[src/rtl/matop_pkg.sv]
// Shared types and constants for the matrix-op arbiter: FSM state encoding,
// matrix dimension limits and the operand dimension check.
package matop_pkg;

   localparam int MAT_DIM   = 5;
   localparam int MAT_ELEMS = MAT_DIM * MAT_DIM;

   typedef enum logic [2:0] {
      IDLE    = 3'd0,
      CHECK   = 3'd1,
      LAUNCH  = 3'd2,
      SETTLE  = 3'd3,
      CAPTURE = 3'd4,
      DONE    = 3'd5
   } state_e;

   function automatic logic dim_valid(input logic [2:0] d);
      return (d >= 3'd1) && (d <= 3'(MAT_DIM));
   endfunction

endpackage

[src/rtl/rr_arbiter2.sv]
// Two-way round-robin pick: on a tie the requester that was not served last
// wins. Purely combinational; the caller owns the last-served register.
module rr_arbiter2 (
   input  logic [1:0] req_i,
   input  logic       last_i,
   output logic [1:0] gnt_o,
   output logic       idx_o
);

   always_comb begin
      idx_o = 1'b0;
      if (req_i == 2'b11) begin
         idx_o = ~last_i;
      end else if (req_i[1]) begin
         idx_o = 1'b1;
      end
      gnt_o = 2'b00;
      if (|req_i) begin
         gnt_o = idx_o ? 2'b10 : 2'b01;
      end
   end

endmodule

[src/rtl/matrix_op_arbiter.sv]
// Arbitrates two requesters onto one shared matrix op unit and registers its
// result. Define MATOP_TIMEOUT_EN to build the unit_busy watchdog in SETTLE.
module matrix_op_arbiter
   import matop_pkg::*;
#(
   parameter int DATA_WIDTH     = 9,
   parameter int SETTLE_CYCLES  = 2,
   parameter int TIMEOUT_CYCLES = 64
) (
   input  logic                                clk,
   input  logic                                reset,
   input  logic [1:0]                          req,
   input  logic [5:0]                          req_r,
   input  logic [5:0]                          req_c,
   input  logic [2*MAT_ELEMS*DATA_WIDTH-1:0]   req_data,
   output logic [1:0]                          gnt,
   output logic [1:0]                          done,
   output logic                                err,
   output logic [2:0]                          res_r,
   output logic [2:0]                          res_c,
   output logic [MAT_ELEMS*DATA_WIDTH-1:0]     res_data,
   output logic                                unit_en,
   output logic [2:0]                          unit_r,
   output logic [2:0]                          unit_c,
   output logic [MAT_ELEMS*DATA_WIDTH-1:0]     unit_data,
   input  logic                                unit_busy,
   input  logic [2:0]                          unit_r_out,
   input  logic [2:0]                          unit_c_out,
   input  logic [MAT_ELEMS*DATA_WIDTH-1:0]     unit_data_out
);

   localparam int         MW          = MAT_ELEMS * DATA_WIDTH;
   localparam logic [3:0] SETTLE_LAST = 4'(SETTLE_CYCLES - 1);

   if (SETTLE_CYCLES < 1 || SETTLE_CYCLES > 15) begin : g_bad_settle
      $error("SETTLE_CYCLES out of range 1..15");
   end
   if (TIMEOUT_CYCLES < 1 || TIMEOUT_CYCLES > 255) begin : g_bad_timeout
      $error("TIMEOUT_CYCLES out of range 1..255");
   end

   state_e          state_q, state_d;
   logic [1:0]      gnt_q, gnt_d;
   logic            win_q, win_d;
   logic            last_q, last_d;
   logic            err_q, err_d;
   logic [2:0]      op_r_q, op_r_d;
   logic [2:0]      op_c_q, op_c_d;
   logic [MW-1:0]   op_data_q, op_data_d;
   logic [2:0]      res_r_q, res_r_d;
   logic [2:0]      res_c_q, res_c_d;
   logic [MW-1:0]   res_data_q, res_data_d;
   logic [3:0]      settle_q, settle_d;

   logic [1:0]      arb_gnt;
   logic            arb_idx;
   logic            req_win;
   logic            settle_met;

`ifdef MATOP_TIMEOUT_EN
   localparam logic [7:0] TO_LAST = 8'(TIMEOUT_CYCLES - 1);
   logic [7:0]      to_q, to_d;
`endif

   rr_arbiter2 u_arb (
      .req_i  (req),
      .last_i (last_q),
      .gnt_o  (arb_gnt),
      .idx_o  (arb_idx)
   );

   assign req_win    = req[win_q];
   assign settle_met = (settle_q == SETTLE_LAST);

   always_comb begin
      state_d    = state_q;
      gnt_d      = gnt_q;
      win_d      = win_q;
      last_d     = last_q;
      err_d      = err_q;
      op_r_d     = op_r_q;
      op_c_d     = op_c_q;
      op_data_d  = op_data_q;
      res_r_d    = res_r_q;
      res_c_d    = res_c_q;
      res_data_d = res_data_q;
      settle_d   = settle_q;
`ifdef MATOP_TIMEOUT_EN
      to_d       = to_q;
`endif

      // Losing req[winner] anywhere before DONE abandons the operation quietly.
      if (state_q != IDLE && state_q != DONE && !req_win) begin
         state_d = IDLE;
         gnt_d   = 2'b00;
         last_d  = win_q;
      end else begin
         case (state_q)
            IDLE: begin
               if (|req) begin
                  state_d   = CHECK;
                  gnt_d     = arb_gnt;
                  win_d     = arb_idx;
                  err_d     = 1'b0;
                  op_r_d    = arb_idx ? req_r[5:3] : req_r[2:0];
                  op_c_d    = arb_idx ? req_c[5:3] : req_c[2:0];
                  op_data_d = arb_idx ? req_data[2*MW-1:MW] : req_data[MW-1:0];
               end
            end
            CHECK: begin
               if (!dim_valid(op_r_q) || !dim_valid(op_c_q)) begin
                  state_d = DONE;
                  err_d   = 1'b1;
               end else begin
                  state_d = LAUNCH;
               end
            end
            LAUNCH: begin
               state_d  = SETTLE;
               settle_d = 4'd0;
`ifdef MATOP_TIMEOUT_EN
               to_d     = 8'd0;
`endif
            end
            SETTLE: begin
               if (!settle_met) begin
                  settle_d = settle_q + 4'd1;
               end else if (!unit_busy) begin
                  state_d = CAPTURE;
               end
`ifdef MATOP_TIMEOUT_EN
               else if (to_q == TO_LAST) begin
                  state_d = DONE;
                  err_d   = 1'b1;
               end else begin
                  to_d = to_q + 8'd1;
               end
`endif
            end
            CAPTURE: begin
               state_d    = DONE;
               err_d      = 1'b0;
               res_r_d    = unit_r_out;
               res_c_d    = unit_c_out;
               res_data_d = unit_data_out;
            end
            DONE: begin
               if (!req_win) begin
                  state_d = IDLE;
                  gnt_d   = 2'b00;
                  last_d  = win_q;
               end
            end
            default: begin
               state_d = IDLE;
               gnt_d   = 2'b00;
            end
         endcase
      end
   end

   always_ff @(posedge clk) begin
      if (reset) begin
         state_q    <= IDLE;
         gnt_q      <= 2'b00;
         win_q      <= 1'b0;
         last_q     <= 1'b1;
         err_q      <= 1'b0;
         op_r_q     <= '0;
         op_c_q     <= '0;
         op_data_q  <= '0;
         res_r_q    <= '0;
         res_c_q    <= '0;
         res_data_q <= '0;
         settle_q   <= '0;
      end else begin
         state_q    <= state_d;
         gnt_q      <= gnt_d;
         win_q      <= win_d;
         last_q     <= last_d;
         err_q      <= err_d;
         op_r_q     <= op_r_d;
         op_c_q     <= op_c_d;
         op_data_q  <= op_data_d;
         res_r_q    <= res_r_d;
         res_c_q    <= res_c_d;
         res_data_q <= res_data_d;
         settle_q   <= settle_d;
      end
   end

`ifdef MATOP_TIMEOUT_EN
   always_ff @(posedge clk) begin
      if (reset) begin
         to_q <= '0;
      end else begin
         to_q <= to_d;
      end
   end
`endif

   // Operands are only reloaded in IDLE, so they stay stable across LAUNCH..CAPTURE.
   assign unit_en   = (state_q == LAUNCH) || (state_q == SETTLE) || (state_q == CAPTURE);
   assign unit_r    = op_r_q;
   assign unit_c    = op_c_q;
   assign unit_data = op_data_q;
   assign gnt       = gnt_q;
   assign done      = (state_q == DONE) ? gnt_q : 2'b00;
   assign err       = (state_q == DONE) && err_q;
   assign res_r     = res_r_q;
   assign res_c     = res_c_q;
   assign res_data  = res_data_q;

endmodule

[config.mk]
export PLATFORM = sky130hd
export DESIGN_NAME = matrix_op_arbiter
export DESIGN_NICKNAME = d
export VERILOG_FILES = /design/src/rtl/matop_pkg.sv /design/src/rtl/rr_arbiter2.sv /design/src/rtl/matrix_op_arbiter.sv
export SDC_FILE = /design/constraint.sdc
export NUM_CORES = 1
export LEC_CHECK = 0
export ABC_CLOCK_PERIOD_IN_PS = 2000
export BUFFER_PORTS_ARGS = -buffer_cell sky130_fd_sc_hd__clkbuf_2
export CORE_AREA = 2 2 451 453
export CTS_CLUSTER_DIAMETER = 30
export CTS_CLUSTER_SIZE = 12
export DETAILED_ROUTE_END_ITERATION = 8
export DIE_AREA = 0 0 453 455
export GPL_ROUTABILITY_DRIVEN = 1
export GPL_TIMING_DRIVEN = 0
export SLEW_MARGIN = 30
export SYNTH_ARGS = -nofsm -noshare
export SYNTH_HDL_FRONTEND = slang
export SYNTH_SLANG_ARGS = --single-unit
[constraint.sdc]
create_clock -name clk -period 2 [get_ports clk]
set_clock_uncertainty 0.1 [all_clocks]
set_input_delay 0.3 -clock clk [delete_from_list [all_inputs] [get_ports clk]]
set_output_delay 0.3 -clock clk [all_outputs]
set_load 0.02 [all_outputs]
=== Word-level counts from Yosys, hierarchy flattened ===
Index checks and enable logic that the tools add are counted.

* $add $sub $neg: 1
* Order comparisons: 5
* Equality and inequality tests: 15
* Mux-type cells: 26
* Bitwise logic cells: 3
* Reductions and logical operators: 26

{| class="wikitable"
|+ Operators by type and width
! operator !! count
|-
| 2-to-1 mux 225 bit || 1
|-
| 2-to-1 mux 3 bit || 7
|-
| case mux 3 bit (6 select lines) || 1
|-
| inequality test 2 bit, second input constant || 6
|-
| 2-to-1 mux 1 bit || 9
|-
| AND reduction 3 bit || 3
|-
| 2-to-1 mux 2 bit || 4
|-
| case mux 4 bit (2 select lines) || 1
|-
| AND reduction 4 bit || 2
|-
| equality test 3 x 2 -> 1 bit, second input constant || 2
|-
| equality test 3 bit, second input constant || 2
|-
| greater-or-equal comparator 3 x 1 -> 1 bit, second input constant || 2
|-
| <= comparator 3 bit, second input constant || 2
|-
| case mux 2 bit (3 select lines) || 1
|-
| nonzero test 3 bit || 2
|-
| logical AND 1 bit || 5
|-
| adder 4 x 1 -> 4 bit, second input constant || 1
|-
| equality test 4 x 1 -> 1 bit, second input constant || 1
|-
| 2-to-1 mux 4 bit || 1
|-
| AND reduction 2 bit || 2
|-
| nonzero test 2 bit || 2
|-
| OR reduction 2 bit || 2
|-
| OR reduction 4 bit || 1
|-
| equality test 3 x 1 -> 1 bit, second input constant || 1
|-
| other kinds (9) || 15
|}

* Bits in registers: 474
* Input bits: 698
* Output and inout bits: 468
* Word-level logic and storage cells: 88

=== Longest topological paths before layout ===
* Word-level depth: 6
* Gate-level depth with buffers: 7
* Depth with buffers taken out: 6

=== Hierarchy ===
From an unflattened synthesis, not the netlist that was laid out.

* Cell total of the unflattened synthesis: 2,128
* Area total of the unflattened synthesis: 18,765.5 um^2

{| class="wikitable"
|+ Modules (own cells, without submodules)
! module !! times used !! cells an instance !! area each (um^2) !! seq. area each (um^2)
|-
| matrix_op_arbiter || 1 || 2,124 || 18,739.2 || 9,489.1
|-
| rr_arbiter2 || 1 || 4 || 26.3 || 0.0
|}

=== Least setup slack after synthesis ===
Ideal clock, no wire load.

* Kind: register -> register
* From: reg win_q
* To: reg res_c_q[0], in the netlist res_c[0]
* Library setup time: 70 ps
* Arrival: 1,539 ps
* Required time: 1,830 ps
* Setup slack: 290 ps
* Stages on the path, launching flop included: 7
* Path buffers: 2
* Clock period less this slack: 1,710 ps
* Path through: dfxtp_1 mux2_2 nand3_1 buf_2 clkbuf_1 nand2_1 a21oi_1

* Longest elaborated chain between the ends: 6

{| class="wikitable"
|+ RTL lines
! element !! line !! text
|-
| start: declaration || matrix_op_arbiter.sv:44 || <nowiki>logic win_q, win_d;</nowiki>
|-
| start signal: assignment || matrix_op_arbiter.sv:179 || <nowiki>win_q <= win_d;</nowiki>
|-
| 2-to-1 mux 1 bit (implied by the code) (2 in series) || matrix_op_arbiter.sv:72 || <nowiki>assign req_win = req[win_q];</nowiki>
|-
| zero test 1 bit || - ||
|-
| logical AND 1 bit || matrix_op_arbiter.sv:93 || <nowiki>if (state_q != IDLE && state_q != DONE && !req_win) begin</nowiki>
|-
| NOT 1 bit (no source line) || - ||
|-
| AND reduction 2 bit (no source line) || - ||
|-
| end signal: assignment || matrix_op_arbiter.sv:186 || <nowiki>res_c_q <= res_c_d;</nowiki>
|-
| end: declaration || matrix_op_arbiter.sv:51 || <nowiki>logic [2:0] res_c_q, res_c_d;</nowiki>
|}

No other way between the ends. The select of a mux whose other input is x is not followed.
A chain may end at the register's enable or synchronous reset.

=== Final worst setup path ===
* From: reg state_q[2]
* To: out err

* Longest elaborated chain between the ends: 2

{| class="wikitable"
|+ RTL lines
! element !! line !! text
|-
| start: declaration || matrix_op_arbiter.sv:42 || <nowiki>state_e state_q, state_d;</nowiki>
|-
| start signal: assignment || matrix_op_arbiter.sv:177 || <nowiki>state_q <= state_d;</nowiki>
|-
| equality test 3 bit || matrix_op_arbiter.sv:209 || <nowiki>assign err = (state_q == DONE) && err_q;</nowiki>
|-
| logical AND 1 bit || matrix_op_arbiter.sv:209 ||
|-
| end: declaration || matrix_op_arbiter.sv:18 || <nowiki>output logic err,</nowiki>
|}

No other way between the ends.

==> flow_summary.yaml <==
power_and_ir_drop:
  power_density_nw_per_um2: 1440
  ir_drop_uv: 797
  switching_share: 0.393
  p_int_mw: 36.3
  power_frac_comb: 0.361
  p_seq_frac: 0.225
  finalPower_mw: 59.8
  switchingPower_mw: 23.5
  p_clk_frac: 0.415
  leakage_nw: 18.0
clocking:
  cts_sinks: 474
  cts_tree: "built"
  htreeDepth: 4
  root_buffer: "clkbuf_16"
  clock_latency_ns: 0.78
  clockBufferDepth: 3
  path_clk_slew_ns: 0.05
  numCtsBuffers: 149
sta:
  fin_ws_ns: -0.0848
  rsz0062_at_grt: "true"
  fin_crit_sh: 1.04
  slew_violations: 0
  setup_viol: 87
  fin_crit_ns: 2.08
  hold_viol: 0
  max_slew_margin: 0.393
  tightestPinTransition_ns: 0.911
  setup-tns-final_ns: -1.95
  clock.fmax_mhz: 480
  holdWs_ns: 0.160
global_route:
  grt_start_max_net_pins: 17
  grt_pass1_vias: 27537
  grt_pass1_wl_um: 231000
  antenna_found_initial: 43
  grt_usage: 0.167
  overflow: 0
die:
  rows: 165
  floorplan.initialDensity: 0.0914
  die_h_um: 455
  core_um2: 201000
  die-area_um2: 206000
  die_x_um: 453
  ios: 1166
logic_synthesis:
  ys_ff_latch: 474
  async_flop_share: 0
  yosysMostFrequentCell: "nand2_1"
  netlist_instances: 2378
  yosys_warnings: 0
  ys.flop_type: "dfxtp_1"
  syn_area_um2: 18400
  synth_top_area_cell: "dfxtp_1"
  synthTopCellsByArea: "dfxtp_1, nand2_1, a311oi_1"
  synth_seq_area_share: 0.516
  avgSynthCellArea_um2: 7.73
  synth_nets: 3078
  synth_top_cell_area_share: 0.516
  netlist_top_cells_count: "nand2_1, dfxtp_1, nor2_1, a21oi_1, a311oi_1"
  synth_edf_count: 0
  synth_cell_types: 39
setup_path:
  endpoint_kind: "output port"
  critPathKind: "reg2out"
  cp.arrival_ns: 1.68
  critical_path.startpoint_type: "flip-flop"
  reg2reg_depth: 8
  worstPathMaxFanout: 5
  required_ns: 1.60
min_path:
  min_path_type: "in2reg"
  worstHoldPathCells: 4
cells_and_area:
  finalNonFillerCells: 7229
  layout-drive-gt1-share: 0.364
  syn_to_final_growth_pct: 126
  fin_nets: 5109
placed_design:
  dp_hpwl_um: 147000
  dp.cells: 6215
  gp_congestion: 1.06
  port-buffer-count: 1163
routing:
  ant_nets: 0
  num_vias: 27911
  wl_um: 184000
  viasPerCell: 3.86
  drt_iter0_drc: 2235
  drc: 0
  wl_per_cell_um: 25.5
  drt_pass1_iterations: 6
run:
  drv_cap: 0
outcome:
  status: "finished, violations left"
  failed_checks: "setup timing"
[routing by layer]
layer,track usage,part of all wire,vias to the layer above
met1,0.174,0.35,13412
li1,-,-,12191
met4,0.0834,0.056,22
met5,0.00597,0.0011,-
met3,0.0900,0.13,525
met2,0.271,0.46,1761
[path summary, 6_finish.rpt]
path	end	slack (ns)	start
setup / recovery	err	-0.08	state_q[2]
hold / removal	res_data[174]	0.16	unit_data_out[174]
setup reg to reg	unit_data[68]	-0.07	state_q[0]
hold reg to reg	res_data[1]	0.35	res_data[1]
[cells by family (layout without fill, tap and decap cells)]
group           Yosys count  count (layout)  synth area share
fa+ha+maj                 2               2           0.00136
flops                   474             474             0.516
other cells               0              24                 0
xor+xnor                  3               3           0.00143
buf+inv                 211            2366            0.0490
compound gates          482             482             0.180
simple gates           1203            1203             0.251
mux                       3               3           0.00170
[what timing repair did]
item,CTS,global route
resized for setup,249,167
hold buffers,696,0
cloned,0,4
hold endpoints to repair,468,0
buffers inserted,12,7
pin swaps,4,62
endpoints found under the setup margin,495,355
[critical path, stage by stage (launching register included)]
cell,delay [ns]
dfxtp_4,0.37
nor2b_4,0.19
and3_4,0.20
buf_8,0.13
[layout by cell type (no fill, tap or decap), drive strengths merged, types with 2 or more instances in the layout]
cell type / count
o22ai: 2
inv: 7
clkinv: 32
xnor2: 2
buf: 118
or3: 2
bufinv: 13
and3: 3
a311oi: 231
nand2b: 5
nand2: 932
a2111oi: 2
nor2: 239
clkinvlp: 11
dlygate4sd3: 696
ha: 2
mux2i: 2
dfxtp: 474
nor3: 7
o21ai: 3
clkbuf: 1488
and2: 2
nand3: 3
a21oi: 238
diode: 24
nor4b: 2
[flip-flops by register name, indices dropped and copies added, names as in the netlist]
| signal | flops |
|---|---|
| err_q | 1 |
| gnt | 2 |
| last_q | 1 |
| res_c | 3 |
| res_data | 225 |
| res_r | 3 |
| settle_q | 4 |
| state_q | 3 |
| unit_c | 3 |
| unit_data | 225 |
| unit_r | 3 |
| win_q | 1 |
[through the flow]
step,worst slack [ns],utilization,instance area [µm²]
after global routing,-0.176,0.206,41500
final,-0.0848,0.206,41500
after global placement,-1.72,0.137,27600
after floorplan,0.290,-,18400
after CTS,-0.188,0.203,40800
after detailed placement,-1.08,0.137,27600
[layout make-up]
| class | instances | area (µm²) |
|---|---|---|
| repair buffers | 1884 | 13300 |
| multi-input cells | 1693 | 8190 |
| well taps | 2672 | 3340 |
| plain buffers | 204 | 1740 |
| diodes | 24 | 60.1 |
| clock buffers | 215 | 4390 |
| fillers | 22102 | 160000 |
| flip-flops and latches | 474 | 9530 |
| clock inverters | 60 | 1010 |
| inverters | 3 | 11.3 |
[power by group through the flow]
stage / Sequential (mW) / Combinational, mW / Clock, mW
final: 13.4 / 21.6 / 24.8
after global routing: 13.7 / 22.9 / 25.7
after CTS: 13.4 / 20.0 / 25.2
after detailed placement: 13.5 / 17.4 / 0
after global placement: 13.4 / 17.3 / 0
after floorplan: 15.5 / 5.71 / 0
Power figures use the tool's default switching activity.
